File: src/rtl/icb_slave_pkg.sv
// Shared types and helpers for the ICB slave pipeline.
// Holds the response entry, the delay-pipe entry and register index constants.
// No logic of its own.
package icb_slave_pkg;

  // Entry stored in the response FIFO
  typedef struct packed {
    logic        err;
    logic [31:0] rdata;
  } rsp_t;

  // Entry travelling through the read-latency delay pipe
  typedef struct packed {
    logic        vld;
    logic        is_sram_rd;
    logic        err;
    logic [31:0] rdata;
  } pipe_ent_t;

  localparam int STAT_IDX = 0;

  // Ceiling log2, usable in parameter expressions; clog2(1) = 0
  function automatic int clog2(input int value);
    int r;
    r = 0;
    for (int i = 0; i < 31; i++) begin
      if ((1 << i) < value) r = i + 1;
    end
    return r;
  endfunction

endpackage

File: src/rtl/icb_rsp_fifo.sv
// Synchronous response FIFO of rsp_t with occupancy count.
// Latency: push visible at the head one cycle later; head is a register read.
// Backpressure: push is dropped only when full without a same-cycle pop.
module icb_rsp_fifo
  import icb_slave_pkg::*;
#(
  parameter int DEPTH = 4,
  localparam int AW = clog2(DEPTH),
  localparam int CW = AW + 1
) (
  input  logic          clk,
  input  logic          rst,
  input  logic          push_i,
  input  rsp_t          push_dat_i,
  input  logic          pop_i,
  output logic          vld_o,
  output rsp_t          head_o,
  output logic [CW-1:0] cnt_o
);

  rsp_t          mem_q [DEPTH];
  logic [AW-1:0] wr_ptr_q, rd_ptr_q;
  logic [CW-1:0] cnt_q;
  logic          full, empty, do_push, do_pop;

  assign full    = (cnt_q == CW'(DEPTH));
  assign empty   = (cnt_q == '0);
  assign do_pop  = pop_i & ~empty;
  assign do_push = push_i & (~full | do_pop);

  // Storage, pointers and count; memory is cleared so the head reads 0 after reset
  always_ff @(posedge clk) begin
    if (rst) begin
      for (int i = 0; i < DEPTH; i++) mem_q[i] <= '0;
      wr_ptr_q <= '0;
      rd_ptr_q <= '0;
      cnt_q    <= '0;
    end else begin
      if (do_push) begin
        mem_q[wr_ptr_q] <= push_dat_i;
        wr_ptr_q        <= wr_ptr_q + AW'(1);
      end
      if (do_pop) rd_ptr_q <= rd_ptr_q + AW'(1);
      cnt_q <= cnt_q + CW'(do_push) - CW'(do_pop);
    end
  end

  assign vld_o  = ~empty;
  assign head_o = mem_q[rd_ptr_q];
  assign cnt_o  = cnt_q;

endmodule

File: src/rtl/icb_slave_pipe.sv
// Pipelined ICB slave: status/config register window plus SRAM window, in-order responses.
// Latency: response valid SRAM_RD_LAT+1 cycles after accept at the earliest.
// Backpressure: cmd_ready drops once pipe + FIFO hold RSP_DEPTH responses; FIFO head holds while stalled.
module icb_slave_pipe
  import icb_slave_pkg::*;
#(
  parameter int NUM_REGS     = 4,
  parameter int SRAM_AW      = 13,
  parameter int SRAM_SEL_BIT = 15,
  parameter int SRAM_RD_LAT  = 1,
  parameter int RSP_DEPTH    = 4
) (
  input  logic                      clk,
  input  logic                      rst,
  input  logic                      icb_cmd_valid,
  output logic                      icb_cmd_ready,
  input  logic                      icb_cmd_read,
  input  logic [31:0]               icb_cmd_addr,
  input  logic [31:0]               icb_cmd_wdata,
  input  logic [3:0]                icb_cmd_wmask,
  output logic                      icb_rsp_valid,
  input  logic                      icb_rsp_ready,
  output logic [31:0]               icb_rsp_rdata,
  output logic                      icb_rsp_err,
  output logic [15:0]               stat_cal,
  input  logic [15:0]               stat_evt,
  output logic [32*(NUM_REGS-1)-1:0] cfg_regs,
  output logic                      sram_wr_en,
  output logic [3:0]                sram_wr_be,
  output logic [SRAM_AW-1:0]        sram_wr_addr,
  output logic [31:0]               sram_wr_data,
  output logic                      sram_rd_en,
  output logic [SRAM_AW-1:0]        sram_rd_addr,
  input  logic [31:0]               sram_rd_data
);

  localparam int REG_IW = clog2(NUM_REGS);
  localparam int CNT_W  = clog2(RSP_DEPTH) + 1;

  logic                          accept, is_sram, unmapped, reg_wr, is_stat;
  logic [REG_IW-1:0]             reg_idx;
  logic [31:0]                   reg_rdata;
  logic [NUM_REGS-1:1][31:0]     regs_q, regs_d;
  logic [15:0]                   sticky_q, sticky_d, evt_clr;
  logic [15:0]                   stat_cal_q, stat_cal_d;
  pipe_ent_t                     pipe_in;
  pipe_ent_t                     pipe_q [SRAM_RD_LAT];
  pipe_ent_t                     pipe_out;
  rsp_t                          fifo_push_dat, fifo_head;
  logic                          fifo_vld;
  logic [CNT_W-1:0]              fifo_cnt, outstanding;
  logic                          unused_addr_bits;

  // Address bits outside both decoders are don't-care
  assign unused_addr_bits = ^{icb_cmd_addr[31:SRAM_SEL_BIT+1], icb_cmd_addr[1:0]};

  assign accept   = icb_cmd_valid & icb_cmd_ready;
  assign is_sram  = icb_cmd_addr[SRAM_SEL_BIT];
  assign reg_idx  = icb_cmd_addr[REG_IW+1:2];
  assign unmapped = ~is_sram & (|icb_cmd_addr[SRAM_SEL_BIT-1:REG_IW+2]);
  assign is_stat  = (reg_idx == REG_IW'(STAT_IDX));
  assign reg_wr   = accept & ~icb_cmd_read & ~is_sram & ~unmapped;

  // SRAM strobes are combinational in the accept cycle and zero otherwise
  assign sram_wr_en   = accept & is_sram & ~icb_cmd_read;
  assign sram_wr_be   = sram_wr_en ? icb_cmd_wmask : '0;
  assign sram_wr_addr = sram_wr_en ? icb_cmd_addr[SRAM_AW+1:2] : '0;
  assign sram_wr_data = sram_wr_en ? icb_cmd_wdata : '0;
  assign sram_rd_en   = accept & is_sram & icb_cmd_read;
  assign sram_rd_addr = sram_rd_en ? icb_cmd_addr[SRAM_AW+1:2] : '0;

  // Register read data taken from current state, i.e. before this cycle's write lands
  always_comb begin
    reg_rdata = '0;
    if (icb_cmd_read && !is_sram && !unmapped) begin
      if (is_stat) reg_rdata = {sticky_q, 16'h0};
      else         reg_rdata = regs_q[reg_idx];
    end
  end

  // Register writes, calibration pulses and sticky-event clear/set (set wins)
  always_comb begin
    regs_d     = regs_q;
    stat_cal_d = '0;
    evt_clr    = '0;
    if (reg_wr) begin
      if (is_stat) begin
        for (int b = 0; b < 2; b++) begin
          if (icb_cmd_wmask[b])   stat_cal_d[8*b +: 8] = icb_cmd_wdata[8*b +: 8];
          if (icb_cmd_wmask[b+2]) evt_clr[8*b +: 8]    = icb_cmd_wdata[16+8*b +: 8];
        end
      end else begin
        for (int b = 0; b < 4; b++) begin
          if (icb_cmd_wmask[b]) regs_d[reg_idx][8*b +: 8] = icb_cmd_wdata[8*b +: 8];
        end
      end
    end
    sticky_d = (sticky_q & ~evt_clr) | stat_evt;
  end

  // Register state update
  always_ff @(posedge clk) begin
    if (rst) begin
      regs_q     <= '0;
      sticky_q   <= '0;
      stat_cal_q <= '0;
    end else begin
      regs_q     <= regs_d;
      sticky_q   <= sticky_d;
      stat_cal_q <= stat_cal_d;
    end
  end

  assign cfg_regs = regs_q;
  assign stat_cal = stat_cal_q;

  assign pipe_in.vld        = accept;
  assign pipe_in.is_sram_rd = sram_rd_en;
  assign pipe_in.err        = accept & unmapped;
  assign pipe_in.rdata      = reg_rdata;

  // Delay pipe aligning every response with the SRAM read latency
  always_ff @(posedge clk) begin
    if (rst) begin
      for (int i = 0; i < SRAM_RD_LAT; i++) pipe_q[i] <= '0;
    end else begin
      pipe_q[0] <= pipe_in;
      for (int i = 1; i < SRAM_RD_LAT; i++) pipe_q[i] <= pipe_q[i-1];
    end
  end

  assign pipe_out            = pipe_q[SRAM_RD_LAT-1];
  assign fifo_push_dat.err   = pipe_out.err;
  assign fifo_push_dat.rdata = pipe_out.is_sram_rd ? sram_rd_data : pipe_out.rdata;

  // Credit count: everything in flight must fit in the FIFO, so the pipe never stalls
  always_comb begin
    outstanding = fifo_cnt;
    for (int i = 0; i < SRAM_RD_LAT; i++) outstanding = outstanding + CNT_W'(pipe_q[i].vld);
  end

  assign icb_cmd_ready = (outstanding < CNT_W'(RSP_DEPTH));

  icb_rsp_fifo #(.DEPTH(RSP_DEPTH)) u_rsp_fifo (
    .clk        (clk),
    .rst        (rst),
    .push_i     (pipe_out.vld),
    .push_dat_i (fifo_push_dat),
    .pop_i      (icb_rsp_ready),
    .vld_o      (fifo_vld),
    .head_o     (fifo_head),
    .cnt_o      (fifo_cnt)
  );

  assign icb_rsp_valid = fifo_vld;
  assign icb_rsp_rdata = fifo_head.rdata;
  assign icb_rsp_err   = fifo_head.err;

endmodule
File: config.mk
export PLATFORM = sky130hd
export DESIGN_NAME = icb_slave_pipe
export DESIGN_NICKNAME = d
export VERILOG_FILES = /design/src/rtl/icb_slave_pkg.sv /design/src/rtl/icb_rsp_fifo.sv /design/src/rtl/icb_slave_pipe.sv
export SDC_FILE = /design/constraint.sdc
export NUM_CORES = 1
export LEC_CHECK = 0
export ABC_AREA = 1
export BUFFER_PORTS_ARGS = -buffer_cell sky130_fd_sc_hd__buf_2
export CAP_MARGIN = 20
export CORE_MARGIN = 2
export CORE_UTILIZATION = 40
export DETAILED_ROUTE_END_ITERATION = 10
export PLACE_DENSITY_LB_ADDON = 0.05
export SLEW_MARGIN = 10
export SYNTH_ARGS = -nofsm -noshare
export SYNTH_HDL_FRONTEND = slang
export SYNTH_HIERARCHICAL = 1
export SYNTH_SLANG_ARGS = --single-unit
export TNS_END_PERCENT = 100
File: constraint.sdc
create_clock -name clk -period 5.3 [get_ports clk]
set_clock_uncertainty 0.1 [all_clocks]
set_input_delay 1.06 -clock clk [delete_from_list [all_inputs] [get_ports clk]]
set_output_delay 1.06 -clock clk [all_outputs]
set_load 0.01 [all_outputs]
==> results.md, run 1 <==
* WL final at 45.10 mm
* Initial antenna violation count at 3
* Port bufs at 313
* Clock buffer depth at 3
* Post-Syn Area at 13720 µm²
* Max Fclk at 271.9 MHz
* Io pins at 332
* Fin. Hold Viols at 0
* Syn Inst Count at 1649
* Largest net degree at the start of global routing at 53
* CTS Buf Count at 35
* Fin nets at 2058
* WHS Path Cells at 2
* CTS HTree Levels at 2
* RSZ-0062 raised after global routing: no
* Routed len/inst at 18.71 µm
* Clock transition at path regs at 0.06 ns
* Worst slew margin at 34.34%
* Post-CTS Setup Bufs at 0
* Hold Path Class: flip-flop to flip-flop
* Core region area at 33620 µm²
* CTS tree: yes
* GP Congestion at 0.8949
* Kind of end point of the critical path: output pin
* Synth top cells by count: nor2_1 (447), inv_1 (215), nand2_1 (184)
* Number of max-cap violations at 0
* Asr flop ratio synth at 0%
* Worst IR drop on VDD at 0.2504 mV
* DP HPWL at 31.61 mm
* Final worst path period share at 69.40%
* Max-slew violation count at 0
* Max FO, Critical Path at 40
* Synth top area share at 28.90%
* Sum Neg Setup Slack at 0 ns
* Pre-CTS setup slack at 1.648 ns
* Synth area leader: edfxtp_1
* Mean area per synthesized cell at 8.318 µm²
* Arr. time, crit path at 2.52 ns
* Worst r2r path cells at 6
* Initial DRT Pass Iterations at 5
* Distinct cells, synth at 35
* Pwr dens at 353.0 nW/µm²
* # resized after CTS at 0
* Clock latency on the worst-skew pair at 0.51 ns
* Highest-delay cell along the critical path: dfxtp_2
* Post-route ant nets at 0
* Syn. warnings at 6
* Post-synthesis sequential area ratio at 54.00%
* Total congestion overflow at 0
* Die X at 189.2 µm
* Startpoint types: flip-flop
* Final core utilization at 49.75%
* GRT Overall Usage at 24.72%
* Die ar. at 35790 µm²
* Final min period at 3.678 ns
* Initial DRC Count at 741
* Finish-stage setup viols at 0
* Area delta synth->final at 21.93%
* Initial Util at 40.80%
* Vias per inst at 4.926
* Chip height at 189.2 µm
* Leakage dissipation at 0.007570 µW
* Critical path's largest stage delay at 0.87 ns
* Rows at 67
* Crit Path Class: flip-flop to output pin
* Post-Syn Nets at 1773
* Via Count at 11870
* First-pass GRT wire length at 67.63 mm
* Count leader, synth: nor2_1
* Top FF cell, synth: dfxtp_1
* Root buffer cell: clkbuf_16
* Final setup margin at 1.622 ns
* Critical path cell sequence: buf_4 -> o21ai_0 -> o22ai_1 -> buf_2
* Vias in the first global route at 11150
* Post-synth EDFFs at 132
* Run status: finished, final reports clean
* Share of layout cells above drive strength 1 at 23.92%
* Worst EP required at 4.14 ns
* DRC violations left at 0
* Cell types occupying the most area after synthesis: edfxtp_1 (29%), dfxtp_1 (25%), nor2_1 (12%), inv_1 (5.9%), nand2_1 (5.0%)
* CTS Hold Bufs at 0
* Synth Register Bits at 304
* Worst Max-Slew Pin Slew at 0.9835 ns
* Clk sinks at 304
[cell usage in the layout, fill, tap and decap left out, types with 3 or more instances in the layout]
| master | Yosys | layout |
|---|---|---|
| nand4_1 | 12 | 12 |
| nand2_1 | 184 | 184 |
| mux2_2 | 32 | 32 |
| nor2_4 | 30 | 30 |
| a21oi_1 | 62 | 62 |
| a211oi_1 | 5 | 5 |
| clkinv_2 | 0 | 8 |
| clkbuf_8 | 0 | 3 |
| buf_4 | 1 | 21 |
| a22oi_1 | 5 | 5 |
| dfxtp_1 | 172 | 170 |
| nor3_1 | 49 | 49 |
| nand3_1 | 15 | 15 |
| clkbuf_1 | 45 | 8 |
| a221oi_1 | 3 | 3 |
| inv_2 | 4 | 4 |
| clkinv_1 | 6 | 8 |
| buf_2 | 23 | 313 |
| inv_1 | 215 | 216 |
| o21ai_2 | 0 | 3 |
| edfxtp_1 | 132 | 132 |
| o22ai_1 | 65 | 65 |
| nand2_2 | 3 | 3 |
| clkbuf_16 | 0 | 37 |
| o21ai_0 | 107 | 103 |
| nor2_1 | 447 | 447 |
[worst max-delay path, delay by kind of cell (launching register included)]
kind | cells | cell delay (ns)
flip-flops | 1 | 0.87
buffers and inverters | 2 | 0.64
AO/OA/AOI/OAI | 2 | 0.50
[final timing paths]
path	startpoint	end	slack [ns]
setup / recovery	flip-flop	icb_rsp_rdata[29]	1.62
hold / removal	sticky_q[1]	sticky_q[1]	0.36
setup reg to reg	u_rsp_fifo/wr_ptr_q[1]	u_rsp_fifo/mem_q[2][28]	2.60
hold reg to reg	sticky_q[1]	sticky_q[1]	0.36
[cells by family (layout without fill, tap and decap cells)]
logic type                 Yosys count  in the layout  synth area share (%)
xor gates and xnor gates             2              2                0.1277
other                                0              1                     0
adders and majority gates            3              3                0.3284
muxes                               32             32                 2.627
DFF                                304            304                 54.00
AOI/OAI and AO/OA                  247            247                 9.870
buffers and inverters              312            624                 9.541
and+or+nand+nor                    749            749                 23.51
[routing by layer]
metal	vias up	track usage (%)	part of all wire, %
met5	-	0	0.060
met4	4	6.731	2.3
met3	56	4.875	6.9
met2	413	41.43	48
met1	5537	32.57	43
li1	5861	-	-
[report_power, final]
group	leakage (µW)	switching, µW	internal (µW)
clock network	0.000571	967	1420
logic	0.00424	630	290
registers	0.00276	72.6	2520
[through the flow]
step,cells,hold WS (ns),instance area [µm²],total power [µW]
after global routing,2410,0.3896,16720,6148
after detailed placement,2345,0.3537,15580,3581
after floorplan,1649,0.3397,13720,3160
after CTS,2409,0.3650,16720,5979
after global placement,2344,0.3495,15560,3566
final,2410,0.3631,16720,5905
[final cells by class]
type                            instances  area, µm²
Fill cell                            3362      16890
Sequential cell                       304       7410
Multi-Input combinational cell       1033       5024
Timing Repair Buffer                  335       1744
Clock buffer                           48      997.2
Inverter                              225      844.6
Tap cell                              448      560.5
Clock inverter                         16      142.6
Antenna cell                            1      2.502
[registers in the layout (all words and copies together) (netlist names), named ones only]
name	flops
u_rsp_fifo/rd_ptr_q	2
u_rsp_fifo/cnt_o	3
cfg_regs	96
stat_cal	16
u_rsp_fifo/mem_q	132
pipe_q	35
sticky_q	16
u_rsp_fifo/wr_ptr_q	2
(Power assumes the default switching activity.)
==> inputs of run 2 (changes only) <==
Clock period 5.3 ns to 3.25 ns, I/O delays scaled along.
==> run 2 against run 1 <==
Effect of this change: flip-flop and latch count is the same; largest power group unchanged; final cell count grew 0.75%; critical path depth grew 5; non-clock buffer count grew 16; global-route usage grew 0.081 points; die area is the same; via count shrank 0.15%; worst setup slack lost 1.4 ns; clock-buffer cell count grew 8; sequential share of layout area shrank 0.31 points; combinational power grew 72%; register-to-register slack lost 1.8 ns.
==> results.md, run 2 (synthesis gave the netlist of run 1 again) <==
* Hold Path Class: input port to flip-flop
* Number of max-cap violations at 0
* CTS HTree Levels at 2
* Root buffer cell: clkbuf_16
* Kind of end point of the critical path: output pin
* Worst Max-Slew Pin Slew at 0.6775 ns
* Sum Neg Setup Slack at 0 ns
* FF-to-FF setup slack at 0.85 ns
* Crit Path Class: flip-flop to output pin
* Initial DRT Pass Iterations at 5
* Arr. time, crit path at 2.29 ns
* Run status: finished, final reports clean
* Vias in the first global route at 11270
* GRT Overall Usage at 24.80%
* Fill cells at 3353
* CTS Hold Bufs at 0
* Core region area at 33620 µm²
* WHS Endpoint: sticky_q[14]
* Worst EP required at 2.50 ns
* Share of layout cells above drive strength 1 at 24.54%
* Final min period at 3.038 ns
* Area delta synth->final at 22.79%
* Leakage dissipation at 0.007634 µW
* Initial DRC Count at 708
* First-pass GRT wire length at 67.49 mm
* Rows at 67
* R2R Path End: cfg_regs[20]
* Startpoint types: flip-flop
* Finish-stage setup viols at 0
* Fin. Hold Viols at 0
* Max-slew violation count at 0
* Routed len/inst at 18.62 µm
* Commonest non-fill, non-tap cell in the layout: nor2_1
* Largest net degree at the start of global routing at 67
* Final worst path period share at 93.49%
* RSZ-0062 raised after global routing: no
* Via Count at 11850
* WL final at 45.20 mm
* DP HPWL at 31.85 mm
* Post-route ant nets at 0
* Die X at 189.2 µm
* WHS Path Cells at 3
* Top reg by flops: u_rsp_fifo/mem_q
* Reg2Reg Launch Point: u_rsp_fifo/cnt_o[1]
* Number of flip-flops under the largest register name at 132
* Fin nets at 2075
* Pwr dens at 568.7 nW/µm²
* Clk sinks at 304
* Total congestion overflow at 0
* Max FO, Critical Path at 38
* Die ar. at 35790 µm²
* Clock buffer depth at 3
* GP Congestion at 0.9098
* Port bufs at 313
* CTS tree: yes
* Max Fclk at 329.1 MHz
* Most frequent cells in the layout: nor2_1 (446), buf_2 (313), inv_1 (214)
* Worst slew margin at 54.71%
* Initial antenna violation count at 5
* CTS Buf Count at 36
* Worst hold start: stat_evt[14]
* DRC violations left at 0
* Chip height at 189.2 µm
* Hold_ws at 0.2368 ns
* Io pins at 332
* Vias per inst at 4.882
* Worst r2r path cells at 7
* Clock latency on the worst-skew pair at 0.52 ns
* Worst IR drop on VDD at 0.3074 mV
* Clock transition at path regs at 0.06 ns
* Initial Util at 40.80%
==> run 2: cell types whose count changed in the layout (fill, tap and decap cells not counted), moves of 2 or more <==
| cell | change |
|---|---|
| clkinv_1 | -2 |
| clkinv_2 | -3 |
| inv_1 | -2 |
| buf_4 | +14 |
| clkbuf_1 | +4 |
| clkbuf_8 | +4 |
| buf_12 | +2 |
| diode_2 | +3 |
| bufinv_16 | -2 |
==> run 2: how the worst max path moves through the flow <==
stage / from / endpoint / cells after the start
finish: u_rsp_fifo/cnt_o[1] / sram_wr_data[22] / 9
global route: u_rsp_fifo/cnt_o[1] / sram_wr_data[22] / 9
CTS: pipe_q[0][34] / sram_wr_data[22] / 9
detailed placement: icb_cmd_addr[4] / cfg_regs[20] / 9
global placement: icb_cmd_addr[4] / cfg_regs[16] / 9
floorplan: icb_rsp_ready / u_rsp_fifo/mem_q[1][0] / 4
==> run 2: through the flow <==
stage	cell area, µm²	worst slack, ns	utilization, %	cells	total power (µW)
6_report	16840	0.2116	50.10	2428	9578
5_1_grt	16840	0.02278	50.09	2427	9982
4_1_cts	16830	0.002669	50.06	2424	9695
3_5_place_dp	15720	0.4114	46.76	2361	5876
3_3_place_gp	15720	0.4321	46.76	2361	5864
2_1_floorplan	13720	-0.6074	-	1649	5152
==> run 2: routing by layer <==
layer  part of all wire, %  GRT usage [%]  vias up  wire length [µm]
met5                 0.046              0        -                21
met4                   3.0          8.624        4              1340
met3                   6.6          5.746       71              2985
met2                    47          41.10      387             21380
met1                    43          31.78     5481             19480
li1                      -              -     5910                 -
==> run 2: worst max-delay path, stage by stage (launching register included) <==
cell and delay, ns:
dfxtp_1 0.43, nand3_1 0.10, nand2_1 0.08, and2_1 0.14, nand3_1 0.13, nor2_2 0.19
inv_2 0.15, buf_12 0.20, nor2_1 0.17, buf_2 0.16
==> run 2: layout make-up <==
cell class	instances	area [µm²]	share of cell area, %
Antenna cell	4	10.01	0.05943
Clock buffer	56	1067	6.337
Clock inverter	7	42.54	0.2526
Inverter	225	844.6	5.014
Multi-Input combinational cell	1033	5019	29.80
Sequential cell	304	7410	43.99
Tap cell	448	560.5	3.328
Timing Repair Buffer	351	1889	11.22
==> run 2: power breakdown <==
group	switching [µW]	leakage [µW]	internal, µW	total [µW]
registers	65.5	0.00276	4110	4180
clock network	1560	0.000549	2260	3820
logic	1070	0.00432	509	1580
==> run 2: what timing repair did <==
| action | 4_1_cts | 5_1_grt |
|---|---|---|
| endpoints found under the setup margin | 0 | 38 |
| gates resized for setup | 0 | 3 |
| setup buffers | 0 | 0 |
==> inputs of run 3 (changes only) <==
Settings changed: ABC_CLOCK_PERIOD_IN_PS set to 3250, CELL_PAD_IN_SITES_DETAIL_PLACEMENT set to 0, CELL_PAD_IN_SITES_GLOBAL_PLACEMENT set to 1, CORE_UTILIZATION 40 to 36, CTS_CLUSTER_SIZE set to 40.
==> run 3 against run 2 <==
Effect of this change: flip-flop and latch count unchanged; clock power up 3%; worst setup slack worse by 0.017 ns; first-iteration DRC count shrank 2.5%; core utilization down 4.9 points; routed wire length up 4.1%; critical path depth unchanged; hold slack improved by 0.016 ns; largest power group unchanged; highest routed layer unchanged.
==> results.md, run 3 (synthesis gave the netlist of run 1 again) <==
* Clock latency on the worst-skew pair at 0.51 ns
* First-pass GRT wire length at 70.03 mm
* Critical path cell sequence: nand3_1 -> nand2_1 -> and2_1 -> nand3_1 -> nor2_1 -> inv_1 -> buf_4 -> nor2_1 -> buf_2
* Vias per inst at 4.760
* Port bufs at 313
* Final min period at 3.055 ns
* CTS HTree Levels at 2
* Sw Ratio at 27.85%
* Initial antenna violation count at 2
* Io pins at 332
* Routed len/inst at 18.91 µm
* Number of max-cap violations at 0
* Worst r2r path cells at 7
* Post-route ant nets at 0
* Clock buffer depth at 3
* Max-slew violation count at 0
* Most frequent cells in the layout: nor2_1 (446), buf_2 (313), inv_1 (215)
* Final worst path period share at 94.00%
* Share of layout cells above drive strength 1 at 24.58%
* FF-to-FF setup slack at 0.80 ns
* Design Area, Final at 16980 µm²
* Clk sinks at 304
* Largest net degree at the start of global routing at 99
* Switching power at 2703 µW
* Die X at 199.2 µm
* Initial DRT Pass Iterations at 6
* Worst slew margin at 29.97%
* Worst Max-Slew Pin Slew at 1.050 ns
* Via Count at 11850
* Hold_ws at 0.2524 ns
* Root buffer cell: clkbuf_16
* GRT Overall Usage at 23.54%
* Worst EP required at 2.50 ns
* Finish-stage setup viols at 0
* GP Congestion at 0.8254
* Startpoint types: flip-flop
* Total congestion overflow at 0
* Max FO, Critical Path at 49
* Worst IR drop on VDD at 0.3109 mV
* Reg power frac at 43.1%
* CTS Buf Count at 36
* Pwr dens at 571.4 nW/µm²
* Die ar. at 39680 µm²
* Vias in the first global route at 11590
* Hold Path Class: input port to flip-flop
* Reg2Reg Launch Point: u_rsp_fifo/cnt_o[1]
* Clock power share at 40.7%
* Core region area at 37580 µm²
* Max Fclk at 327.3 MHz
* Area delta synth->final at 23.81%
* Fin nets at 2077
* Fin. Hold Viols at 0
* WL final at 47.06 mm
* Initial Util at 36.50%
* Internal Pwr Total at 7001 µW
* Number of flip-flops under the largest register name at 132
* Leakage dissipation at 0.007662 µW
* WHS Path Cells at 3
* Worst hold start: stat_evt[12]
* Post-DP Area at 15830 µm²
* CTS tree: yes
* Run status: finished, final reports clean
* Logic gate share of total power at 16.2%
* Chip height at 199.2 µm
* DP HPWL at 33.56 mm
* CTS Hold Bufs at 0
* Clock transition at path regs at 0.06 ns
* Kind of end point of the critical path: output pin
* Top reg by flops: u_rsp_fifo/mem_q
* Arr. time, crit path at 2.30 ns
* R2R Path End: cfg_regs[36]
* Initial DRC Count at 690
* Critical path's largest stage delay at 0.44 ns
* DRC violations left at 0
* Highest-delay cell along the critical path: dfxtp_1
* Rows at 71
* Commonest non-fill, non-tap cell in the layout: nor2_1
* Crit Path Class: flip-flop to output pin
* RSZ-0062 raised after global routing: no
* WHS Endpoint: sticky_q[12]
run 3: cell count changes in the layout (fill, tap and decap cells not counted), sizes merged:
cell,previous run,this run
buf,351,353
bufinv,0,2
clkbuf,56,50
clkinv,11,15
clkinvlp,0,1
diode,4,1
inv,221,219
run 3: routing by layer:
layer	share of wire [%]	GRT usage, %
met2	48	39.99
met4	2.7	6.938
met5	0.028	0
met3	6.4	4.253
met1	43	30.54
run 3: how the worst max path moves through the flow:
stage	slack, ns	end	from	cells after the start
6_report	0.20	sram_wr_be[2]	u_rsp_fifo/cnt_o[1]	9
5_1_grt	0.04	sram_wr_be[2]	u_rsp_fifo/cnt_o[1]	9
4_1_cts	0.11	sram_wr_be[2]	pipe_q[0][34]	9
3_5_place_dp	0.43	cfg_regs[36]	icb_cmd_addr[12]	7
3_3_place_gp	0.52	cfg_regs[37]	icb_cmd_addr[12]	7
2_1_floorplan	-0.61	u_rsp_fifo/mem_q[1][0]	icb_rsp_ready	4
run 3: timing repair:
action,4_1_cts,5_1_grt
gates resized for setup,0,2
setup endpoints to repair,0,1
buffers inserted,0,0
run 3: power by group through the flow:
| stage | Clock (µW) | Combinational [µW] | Sequential (µW) |
|---|---|---|---|
| 2_1_floorplan | 0 | 904 | 4250 |
| 3_3_place_gp | 0 | 1580 | 4260 |
| 3_5_place_dp | 0 | 1600 | 4260 |
| 4_1_cts | 4060 | 1600 | 4180 |
| 5_1_grt | 4210 | 1730 | 4190 |
| 6_report | 3950 | 1570 | 4180 |
run 3: worst max-delay path: cells and delay by family (launching register included):
| kind | cells | cell delay, ns |
|---|---|---|
| buffers and inverters | 3 | 0.49 |
| flip-flops | 1 | 0.44 |
| AND/OR/NAND/NOR | 6 | 0.84 |
run 3: metrics by stage:
stage | total power [µW] | utilization (%) | worst slack (ns) | TNS (ns) | instances
after global routing | 10130 | 45.19 | 0.04125 | 0 | 2489
after floorplan | 5152 | - | -0.6074 | -60.13 | 1649
after detailed placement | 5861 | 42.11 | 0.4250 | 0 | 2426
after global placement | 5833 | 42.11 | 0.5168 | 0 | 2426
final | 9703 | 45.19 | 0.1950 | 0 | 2489
after CTS | 9839 | 45.18 | 0.1142 | 0 | 2488
run 3: area by class of cell:
cell class                      instances  area, µm²
Fill cell                            3854      20590
Sequential cell                       304       7410
Multi-Input combinational cell       1033       5019
Timing Repair Buffer                  353       1917
Clock buffer                           50       1045
Inverter                              225      844.6
Tap cell                              511      639.4
Clock inverter                         12      106.4
Antenna cell                            1      2.502
